==> src/rtl/procyon_lib_pkg.sv <==
// Shared Procyon library definitions. PCYN_C2I(n) is the bit width needed
// to encode n distinct values (never less than one bit).
`ifndef PCYN_C2I
`define PCYN_C2I(x) (((x) > 1) ? $clog2(x) : 1)
`endif

package procyon_lib_pkg;
endpackage

==> src/rtl/procyon_fifo_cnt_ctrl.sv <==
// FIFO bookkeeping: head/tail/count registers, accept rules, flush and the
// registered-count status flags. Depth need not be a power of two.
module procyon_fifo_cnt_ctrl
   import procyon_lib_pkg::*;
#(
   parameter int OPTN_FIFO_DEPTH    = 8,
   parameter int OPTN_AFULL_THRESH  = OPTN_FIFO_DEPTH-1,
   parameter int OPTN_AEMPTY_THRESH = 1,
   parameter int FIFO_IDX_WIDTH     = `PCYN_C2I(OPTN_FIFO_DEPTH),
   parameter int FIFO_CNT_WIDTH     = `PCYN_C2I(OPTN_FIFO_DEPTH+1)
) (
   input  logic                      clk,
   input  logic                      n_rst,
   input  logic                      i_flush,
   input  logic                      i_push,
   input  logic                      i_pop,
   output logic [FIFO_IDX_WIDTH-1:0] o_head,
   output logic [FIFO_IDX_WIDTH-1:0] o_tail,
   output logic [FIFO_CNT_WIDTH-1:0] o_count,
   output logic                      o_push_ok,
   output logic                      o_pop_ok,
   output logic                      o_full,
   output logic                      o_empty,
   output logic                      o_afull,
   output logic                      o_aempty
);

   localparam logic [FIFO_CNT_WIDTH-1:0] DEPTH_C  = FIFO_CNT_WIDTH'(OPTN_FIFO_DEPTH);
   localparam logic [FIFO_CNT_WIDTH-1:0] AFULL_C  = FIFO_CNT_WIDTH'(OPTN_AFULL_THRESH);
   localparam logic [FIFO_CNT_WIDTH-1:0] AEMPTY_C = FIFO_CNT_WIDTH'(OPTN_AEMPTY_THRESH);
   localparam logic [FIFO_IDX_WIDTH-1:0] LAST_IDX = FIFO_IDX_WIDTH'(OPTN_FIFO_DEPTH-1);

   if ((OPTN_FIFO_DEPTH < 2) || (OPTN_AEMPTY_THRESH < 0) ||
       (OPTN_AEMPTY_THRESH >= OPTN_AFULL_THRESH) || (OPTN_AFULL_THRESH > OPTN_FIFO_DEPTH)) begin : g_bad_params
      $error("procyon_fifo_cnt_ctrl: illegal depth/threshold parameters");
   end

   logic [FIFO_IDX_WIDTH-1:0] head_q, head_d, tail_q, tail_d;
   logic [FIFO_CNT_WIDTH-1:0] count_q, count_d;
   logic                      push_ok, pop_ok;

   // Explicit wrap so non-power-of-two depths index correctly.
   function automatic logic [FIFO_IDX_WIDTH-1:0] next_ptr(input logic [FIFO_IDX_WIDTH-1:0] ptr);
      return (ptr == LAST_IDX) ? '0 : ptr + FIFO_IDX_WIDTH'(1);
   endfunction

   // NOTE: every combinational output gets a default first so no path can infer a latch.
   always_comb begin
      pop_ok  = ~i_flush & i_pop & (count_q != '0);
      push_ok = ~i_flush & i_push & ((count_q != DEPTH_C) | pop_ok);
      head_d  = head_q;
      tail_d  = tail_q;
      count_d = count_q;
      if (i_flush) begin
         head_d  = '0;
         tail_d  = '0;
         count_d = '0;
      end else begin
         if (push_ok) tail_d = next_ptr(tail_q);
         if (pop_ok)  head_d = next_ptr(head_q);
         case ({push_ok, pop_ok})
            2'b10:   count_d = count_q + FIFO_CNT_WIDTH'(1);
            2'b01:   count_d = count_q - FIFO_CNT_WIDTH'(1);
            default: count_d = count_q;
         endcase
      end
   end

   // NOTE: blocking (=) in always_comb, non-blocking (<=) in always_ff; mixing them races in simulation.
   always_ff @(posedge clk or negedge n_rst) begin
      if (!n_rst) begin
         head_q  <= '0;
         tail_q  <= '0;
         count_q <= '0;
      end else begin
         head_q  <= head_d;
         tail_q  <= tail_d;
         count_q <= count_d;
      end
   end

   assign o_head    = head_q;
   assign o_tail    = tail_q;
   assign o_count   = count_q;
   assign o_push_ok = push_ok;
   assign o_pop_ok  = pop_ok;
   assign o_full    = (count_q == DEPTH_C);
   assign o_empty   = (count_q == '0);
   assign o_afull   = (count_q >= AFULL_C);
   assign o_aempty  = (count_q <= AEMPTY_C);

endmodule

==> src/rtl/procyon_sync_fifo_ctrl_ext.sv <==
// Synchronous FIFO with standard (registered) or first-word-fall-through
// read mode, occupancy/threshold flags and sticky overflow/underflow errors.
module procyon_sync_fifo_ctrl_ext
   import procyon_lib_pkg::*;
#(
   parameter int OPTN_DATA_WIDTH    = 8,
   parameter int OPTN_FIFO_DEPTH    = 8,
   parameter int OPTN_FWFT          = 0,
   parameter int OPTN_AFULL_THRESH  = OPTN_FIFO_DEPTH-1,
   parameter int OPTN_AEMPTY_THRESH = 1
) (
   input  logic                                      clk,
   input  logic                                      n_rst,
   input  logic                                      i_flush,
   input  logic                                      i_fifo_ack,
   output logic [OPTN_DATA_WIDTH-1:0]                o_fifo_data,
   output logic                                      o_fifo_valid,
   output logic                                      o_fifo_empty,
   input  logic                                      i_fifo_we,
   input  logic [OPTN_DATA_WIDTH-1:0]                i_fifo_data,
   output logic                                      o_fifo_full,
   output logic [`PCYN_C2I(OPTN_FIFO_DEPTH+1)-1:0]   o_fifo_count,
   output logic                                      o_fifo_afull,
   output logic                                      o_fifo_aempty,
   output logic                                      o_fifo_overflow,
   output logic                                      o_fifo_underflow
);

   localparam int FIFO_IDX_WIDTH = `PCYN_C2I(OPTN_FIFO_DEPTH);
   localparam int FIFO_CNT_WIDTH = `PCYN_C2I(OPTN_FIFO_DEPTH+1);

   logic [OPTN_DATA_WIDTH-1:0] mem_q [OPTN_FIFO_DEPTH];
   logic [FIFO_IDX_WIDTH-1:0]  head, tail;
   logic                       push_ok, pop_ok;
   logic                       overflow_q, overflow_d, underflow_q, underflow_d;

   procyon_fifo_cnt_ctrl #(
      .OPTN_FIFO_DEPTH    (OPTN_FIFO_DEPTH),
      .OPTN_AFULL_THRESH  (OPTN_AFULL_THRESH),
      .OPTN_AEMPTY_THRESH (OPTN_AEMPTY_THRESH),
      .FIFO_IDX_WIDTH     (FIFO_IDX_WIDTH),
      .FIFO_CNT_WIDTH     (FIFO_CNT_WIDTH)
   ) u_cnt_ctrl (
      .clk       (clk),
      .n_rst     (n_rst),
      .i_flush   (i_flush),
      .i_push    (i_fifo_we),
      .i_pop     (i_fifo_ack),
      .o_head    (head),
      .o_tail    (tail),
      .o_count   (o_fifo_count),
      .o_push_ok (push_ok),
      .o_pop_ok  (pop_ok),
      .o_full    (o_fifo_full),
      .o_empty   (o_fifo_empty),
      .o_afull   (o_fifo_afull),
      .o_aempty  (o_fifo_aempty)
   );

   // NOTE: storage has no reset; validity is tracked by the pointers and count, so it maps onto plain RAM.
   always_ff @(posedge clk) begin
      if (push_ok) mem_q[tail] <= i_fifo_data;
   end

   always_comb begin
      overflow_d  = overflow_q  | (i_fifo_we  & ~push_ok);
      underflow_d = underflow_q | (i_fifo_ack & ~pop_ok);
      if (i_flush) begin
         overflow_d  = 1'b0;
         underflow_d = 1'b0;
      end
   end

   always_ff @(posedge clk or negedge n_rst) begin
      if (!n_rst) begin
         overflow_q  <= 1'b0;
         underflow_q <= 1'b0;
      end else begin
         overflow_q  <= overflow_d;
         underflow_q <= underflow_d;
      end
   end

   assign o_fifo_overflow  = overflow_q;
   assign o_fifo_underflow = underflow_q;

   if (OPTN_FWFT != 0) begin : g_fwft
      assign o_fifo_data  = mem_q[head];
      assign o_fifo_valid = ~o_fifo_empty;
   end else begin : g_std
      logic [OPTN_DATA_WIDTH-1:0] rdata_q, rdata_d;
      logic                       rvalid_q, rvalid_d;

      // A full push+pop reads the old head: the memory write above is non-blocking.
      always_comb begin
         rdata_d  = pop_ok ? mem_q[head] : rdata_q;
         rvalid_d = pop_ok;
      end

      always_ff @(posedge clk or negedge n_rst) begin
         if (!n_rst) begin
            rdata_q  <= '0;
            rvalid_q <= 1'b0;
         end else begin
            rdata_q  <= rdata_d;
            rvalid_q <= rvalid_d;
         end
      end

      assign o_fifo_data  = rdata_q;
      assign o_fifo_valid = rvalid_q;
   end

endmodule

==> config.mk <==
export PLATFORM = sky130hd
export DESIGN_NAME = procyon_sync_fifo_ctrl_ext
export DESIGN_NICKNAME = d
export VERILOG_FILES = /design/src/rtl/procyon_lib_pkg.sv /design/src/rtl/procyon_fifo_cnt_ctrl.sv /design/src/rtl/procyon_sync_fifo_ctrl_ext.sv
export SDC_FILE = /design/constraint.sdc
export NUM_CORES = 1
export LEC_CHECK = 0
export ABC_AREA = 1
export CELL_PAD_IN_SITES_DETAIL_PLACEMENT = 1
export CELL_PAD_IN_SITES_GLOBAL_PLACEMENT = 1
export CORE_MARGIN = 2
export CORE_UTILIZATION = 40
export DETAILED_ROUTE_END_ITERATION = 10
export HOLD_SLACK_MARGIN = 0.02
export PLACE_DENSITY = 0.8
export SLEW_MARGIN = 20
export SYNTH_ARGS = -nofsm -noshare
export SYNTH_HDL_FRONTEND = slang
export SYNTH_SLANG_ARGS = --single-unit
==> constraint.sdc <==
create_clock -name clk -period 2.16 [get_ports clk]
set_input_delay 0.432 -clock clk [delete_from_list [all_inputs] [get_ports clk]]
set_output_delay 0.432 -clock clk [all_outputs]
set_load 0.005 [all_outputs]
==> Word level (Yosys, flattened, before mapping) <==
Memories as Yosys holds them, arrays and structs flattened. A register that Yosys moved wholly into a read port is not among the register bits.
Index checks and enable logic that the tools add are counted.
{ "totals": {"regBits": 13, "latch_bits": 0, "ram_bits": 64, "mem_bits_ro": 0, "input_bits": 13, "output_inout_bits": 19, "elab_cells": 49, "mem_count": 1} }
{ "op_classes": {"addsub": 4, "mul": 0, "div": 0, "order_cmp": 2, "eq_ne": 6, "shift": 0, "n_mux": 12, "n_bitwise": 12, "n_reduce_logical": 6} }
{ "memory_table": {"columns": ["name", "depth", "width", "rd", "rd_ports_with_merged_regs", "write_ports", "line_no", "source"], "rows": [
  ["mem_q", 8, 8, 1, 1, 1, "procyon_sync_fifo_ctrl_ext.sv:32", "logic [OPTN_DATA_WIDTH-1:0] mem_q [OPTN_FIFO_DEPTH];"]
]} }
{ "ops": {"columns": ["op", "count"], "rows": [
  ["$mux W3", 6],
  ["$pmux W4 S2", 1],
  ["$add A3 B1 Y3 const B", 2],
  ["$and A1 B1 Y1", 6],
  ["$eq A3 B3 Y1 const B", 2],
  ["$add A4 B1 Y4 const B", 1],
  ["$eq A4 B4 Y1 const B", 1],
  ["$ge A4 B3 Y1 const B", 1],
  ["$le A4 B1 Y1 const B", 1],
  ["$logic_not A4 Y1", 1],
  ["$mux W1", 4],
  ["$mux W4", 1],
  ["$ne A4 B4 Y1 const B", 1],
  ["$reduce_bool A2 Y1", 2],
  ["$reduce_bool A4 Y1", 1],
  ["$sub A4 B1 Y4 const B", 1],
  ["$not A1 Y1", 3],
  ["$or A1 B1 Y1", 3],
  ["$reduce_bool A3 Y1", 1],
  ["$eq A2 B1 Y1 const B", 1],
  ["$eq A2 B2 Y1 const B", 1],
  ["$logic_not A1 Y1", 1]
]} }

==> Logic depth before layout (Yosys ltp) <==
{ "logic_depth": {"ltp_word": 9, "ltp_mapped": 10, "depth_no_buf": 10} }

==> By module <==
Synthesis repeated with hierarchy kept, for this count alone.
{ "unflattened": {"hier_cells": 406, "hier_area_um2": 3935.0} }
{ "by_module_without_submodules": {"columns": ["module", "instances", "cells_each", "area_each_um2", "seq_area_each_um2"], "rows": [
  ["procyon_sync_fifo_ctrl_ext", 1, 304, 3184.3, 2197.1],
  ["procyon_fifo_cnt_ctrl", 1, 102, 750.7, 250.2]
]} }

==> Least setup slack after synthesis <==
No wires, ideal clock.
{ "synth_timing": {"kind": "register to register", "start": "register u_cnt_ctrl.count_q[0], in the netlist u_cnt_ctrl.o_count[0]", "end": "memory mem_q[2][0], enable pin", "setup_ns": 0.370, "t_arrival_ns": 1.603, "t_required_ns": 1.790, "setup_slack_ns": 0.187, "stages_incl_launch_ff": 8, "path_buffers": 0, "synth_period_minus_slack_ns": 1.973, "path_cell_list": "dfrtp_1 -> inv_1 -> ha_1 -> nand3_1 -> nor2_1 -> nor2_2 -> nand2_1 -> nor2_1"} }
{ "synth_via": {"elab_chain_len": 6, "word_cells_on_any_way": 7, "cone_classes": "eq/ne (1); mux (2); bitwise (3); reduce/logical (1)"} }
{ "synth_rtl": {"columns": ["element", "line_no", "source"], "rows": [
  ["start: declaration", "procyon_fifo_cnt_ctrl.sv:39", "logic [FIFO_CNT_WIDTH-1:0] count_q, count_d;"],
  ["start signal: assignment", "procyon_fifo_cnt_ctrl.sv:78", "count_q <= count_d;"],
  ["$reduce_bool A4 Y1", "procyon_fifo_cnt_ctrl.sv:49", "pop_ok = ~i_flush & i_pop & (count_q != '0);"],
  ["$and A1 B1 Y1", "procyon_fifo_cnt_ctrl.sv:49", null],
  ["$or A1 B1 Y1 *", "procyon_fifo_cnt_ctrl.sv:50", "push_ok = ~i_flush & i_push & ((count_q != DEPTH_C) | pop_ok);"],
  ["$and A1 B1 Y1 *", "procyon_fifo_cnt_ctrl.sv:50", null],
  ["$mux W1 *", "procyon_sync_fifo_ctrl_ext.sv:62", "if (push_ok) mem_q[tail] <= i_fifo_data;"],
  ["$mux W1 (implied by the code) *", "procyon_sync_fifo_ctrl_ext.sv:62", null],
  ["end: declaration", "procyon_sync_fifo_ctrl_ext.sv:32", null]
]} }
Mark *: on every way between the ends. The rest lies on a longest branch, timed or not.

==> Worst setup path after layout <==
{ "layout_timing": {"start": "register u_cnt_ctrl.count_q[2], in the netlist u_cnt_ctrl.o_count[2]", "end": "output port o_fifo_aempty"} }
{ "layout_via": {"elab_chain_len": 1} }
{ "layout_rtl": {"columns": ["element", "line_no", "source"], "rows": [
  ["$le A4 B1 Y1", "procyon_fifo_cnt_ctrl.sv:90", "assign o_aempty = (count_q <= AEMPTY_C);"],
  ["end: declaration", "procyon_sync_fifo_ctrl_ext.sv:24", "output logic o_fifo_aempty,"]
]} }
Every way passes these cells.

==> metrics.txt <==
die width 101.0 um; Peak VDD IR between 0.2 and 0.3 mV; share of layout cells above drive strength 1 0.1995; via density per instance 5.241; Setup WS post-layout approximately 0.080 ns; cells on worst reg2reg path 9; pin count of the biggest net entering global routing 35; WL/cell 18.92 um; Final Setup Violations 0; Syn-to-layout area delta 20.60%; 1st-iter DRT viols 139; met3 usage 0.04646; # clock sinks 85; CTS tree yes; Setup WS pre-CTS 0.01372 ns; WP data arrival about 1.7 ns; slew margin rel. 0.5897; Final Max Slew Viols 0; Critical R2R Launch u_cnt_ctrl.o_count[1]$_DFFE_PN0P_; grt met1 use 0.2662; reg-to-reg setup timing slack 0.34 ns; Placed Instances 483; Post-Syn Instances 336; IO Pins 32; mean post-synth cell area 11.20 sq um; worst hold-check path type input port to asynchronous set/reset pin; Initial Util 0.4094; Die ar. a little over 10,000 sq um; initial antenna violation count 0; HPWL after DPL 6.507 mm; CP max FO 9; Cell variety after synth 27; R2R Path End mem_q[0][5]$_DFFE_PP_; leading cell types in the layout, fill and taps excluded nor2_1 (69), edfxtp_1 (64), nand2_1 (43); CP Data Required Time ~1.7 ns; DRC viols 0; clock tree buffer depth 2; Critical Path Start Type register; #FFs+latches synth 85; power per cell area 962.3 nW/um^2; first-pass iteration count of the detailed router 4; fin crit share 0.9631; leak pwr 0.001823 uW; Ys Warns 0; Slew @ Worst Pin 0.6145 ns; largest area contributor in the netlist edfxtp_1; Final Wtd Congestion 0.8497; fillcell total 1,008; final non-filler cell total 507; I/O Buffers 31; hold_buf cts 0; vias 2,657; row count 35; latest clock arrival within the worst-skew pair around 0.37 ns; clock root buffer clkbuf_8; largest cells by area after synthesis edfxtp_1 (51%), dfrtp_1 (14%), nor2_1 (6.9%); Max-cap violations 0; Synth Cell Area 3765 sq um; TNS Setup 0 ns; Hold Fails Final Rpt 0; final WL 9.590 mm; clock skew between 0.01 and 0.015 ns; DIE HEIGHT between 100 and 150 um; H-tree depth 3; total track usage 0.1982; first-pass GRT wire length 14.81 mm; register area share after synthesis 0.6500; GR Util met2 0.3210; Mapped Nets about 360; core area 9196 sq um; status complete, no violations; vias in the first global route 2,757; diode count 0; critical path endpoint category primary output; Synth top area share 0.5105; fmax about 0.48 GHz; antenna viol nets, final 0; WS Path Type register to primary output; GRT overflow 0; nets@finish roughly 400; Worst-path clk slew approximately 0.080 ns; gr busiest metal met2; crit path time final 2.080 ns; CTS Buf Count 9; most common cell after layout, fill and taps aside nor2_1
-- layout make-up --
type | count | area, sq um | share of cell area
tap | 111 | 138.9 | 0.03059
clock buffer | 9 | 123.9 | 0.02728
clock inverter | 7 | 96.34 | 0.02122
inverter | 24 | 93.84 | 0.02067
multi-input combinational | 214 | 1121 | 0.2469
timing repair buffer | 57 | 518.0 | 0.1141
sequential | 85 | 2449 | 0.5393
-- synthesized netlist by cell type, drive strengths merged --
library cell and instances:
nand2 50, nor2 75, inv 21, a21oi 3
clkinv 3, clkbuf 1, o21ai 39, edfxtp 64
o211ai 8, xor2 1, buf 11, ha 7
bufbuf 1, nand3 28, dfrtp 21, nand4 3
-- metal layers --
metal / wire length [um] / share of wire / vias up
li1: - / - / 1256
met1: 4323 / 0.45 / 1328
met2: 4762 / 0.50 / 55
met3: 310 / 0.032 / 18
met4: 194 / 0.020 / 0
met5: 0 / 0 / -
-- worst max-delay path: stages (launching register included) --
cell,delay (ns)
dfrtp_2,0.50
nor2_4,0.16
nand2_4,0.08
nand2_1,0.06
clkdlybuf4s50_1,0.49
-- metrics by stage --
stage / hold WS, ns / util / total power (uW) / instance area, sq um
after detailed placement: 0.4671 / 0.4574 / 3042 / 4207
final: 0.4070 / 0.4937 / 4370 / 4541
after global routing: 0.4236 / 0.4937 / 4615 / 4541
after CTS: 0.4136 / 0.4848 / 4317 / 4458
after global placement: 0.4635 / 0.4574 / 3015 / 4207
after floorplan: 0.1364 / - / 2620 / 3765
-- power breakdown --
part / internal, uW / switching (uW)
logic: 518 / 635
clock network: 655 / 593
registers: 1890 / 83.3
-- sequential cells by signal, summed over array words and instances (netlist names) --
register	cells
o_fifo_overflow	1
o_fifo_data	8
mem_q	64
u_cnt_ctrl.o_tail	3
o_fifo_valid	1
o_fifo_underflow	1
u_cnt_ctrl.o_count	4
u_cnt_ctrl.o_head	3
-- repair_timing --
action                                  CTS  global route
endpoints found under the setup margin    4             4
resized for setup                         8             7
setup buffers                             1             7
pin swaps                                 0             1
-- cell families (layout without fill, tap and decap cells) --
group                      after synthesis  after routing  share of synthesized area
and+or+nand+nor                        156            156                     0.1801
buffers and inverters                   37             97                    0.06281
xor gates and xnor gates                 1              1                   0.002327
DFF                                     85             85                     0.6500
AOI/OAI and AO/OA                       50             50                    0.08142
adders and majority gates                7              7                    0.02326
-- worst max path at each step --
stage / from / cells after the start / to
floorplan: u_cnt_ctrl.o_count[0]$_DFFE_PN0P_ / 7 / mem_q[2][0]$_DFFE_PP_
global placement: i_fifo_we / 8 / mem_q[4][2]$_DFFE_PP_
detailed placement: i_fifo_we / 8 / mem_q[0][1]$_DFFE_PP_
CTS: u_cnt_ctrl.o_count[0]$_DFFE_PN0P_ / 5 / o_fifo_full
global route: u_cnt_ctrl.o_count[3]$_DFFE_PN0P_ / 4 / o_fifo_aempty
finish: u_cnt_ctrl.o_count[2]$_DFFE_PN0P_ / 4 / o_fifo_aempty
(Power assumes the default switching activity.)
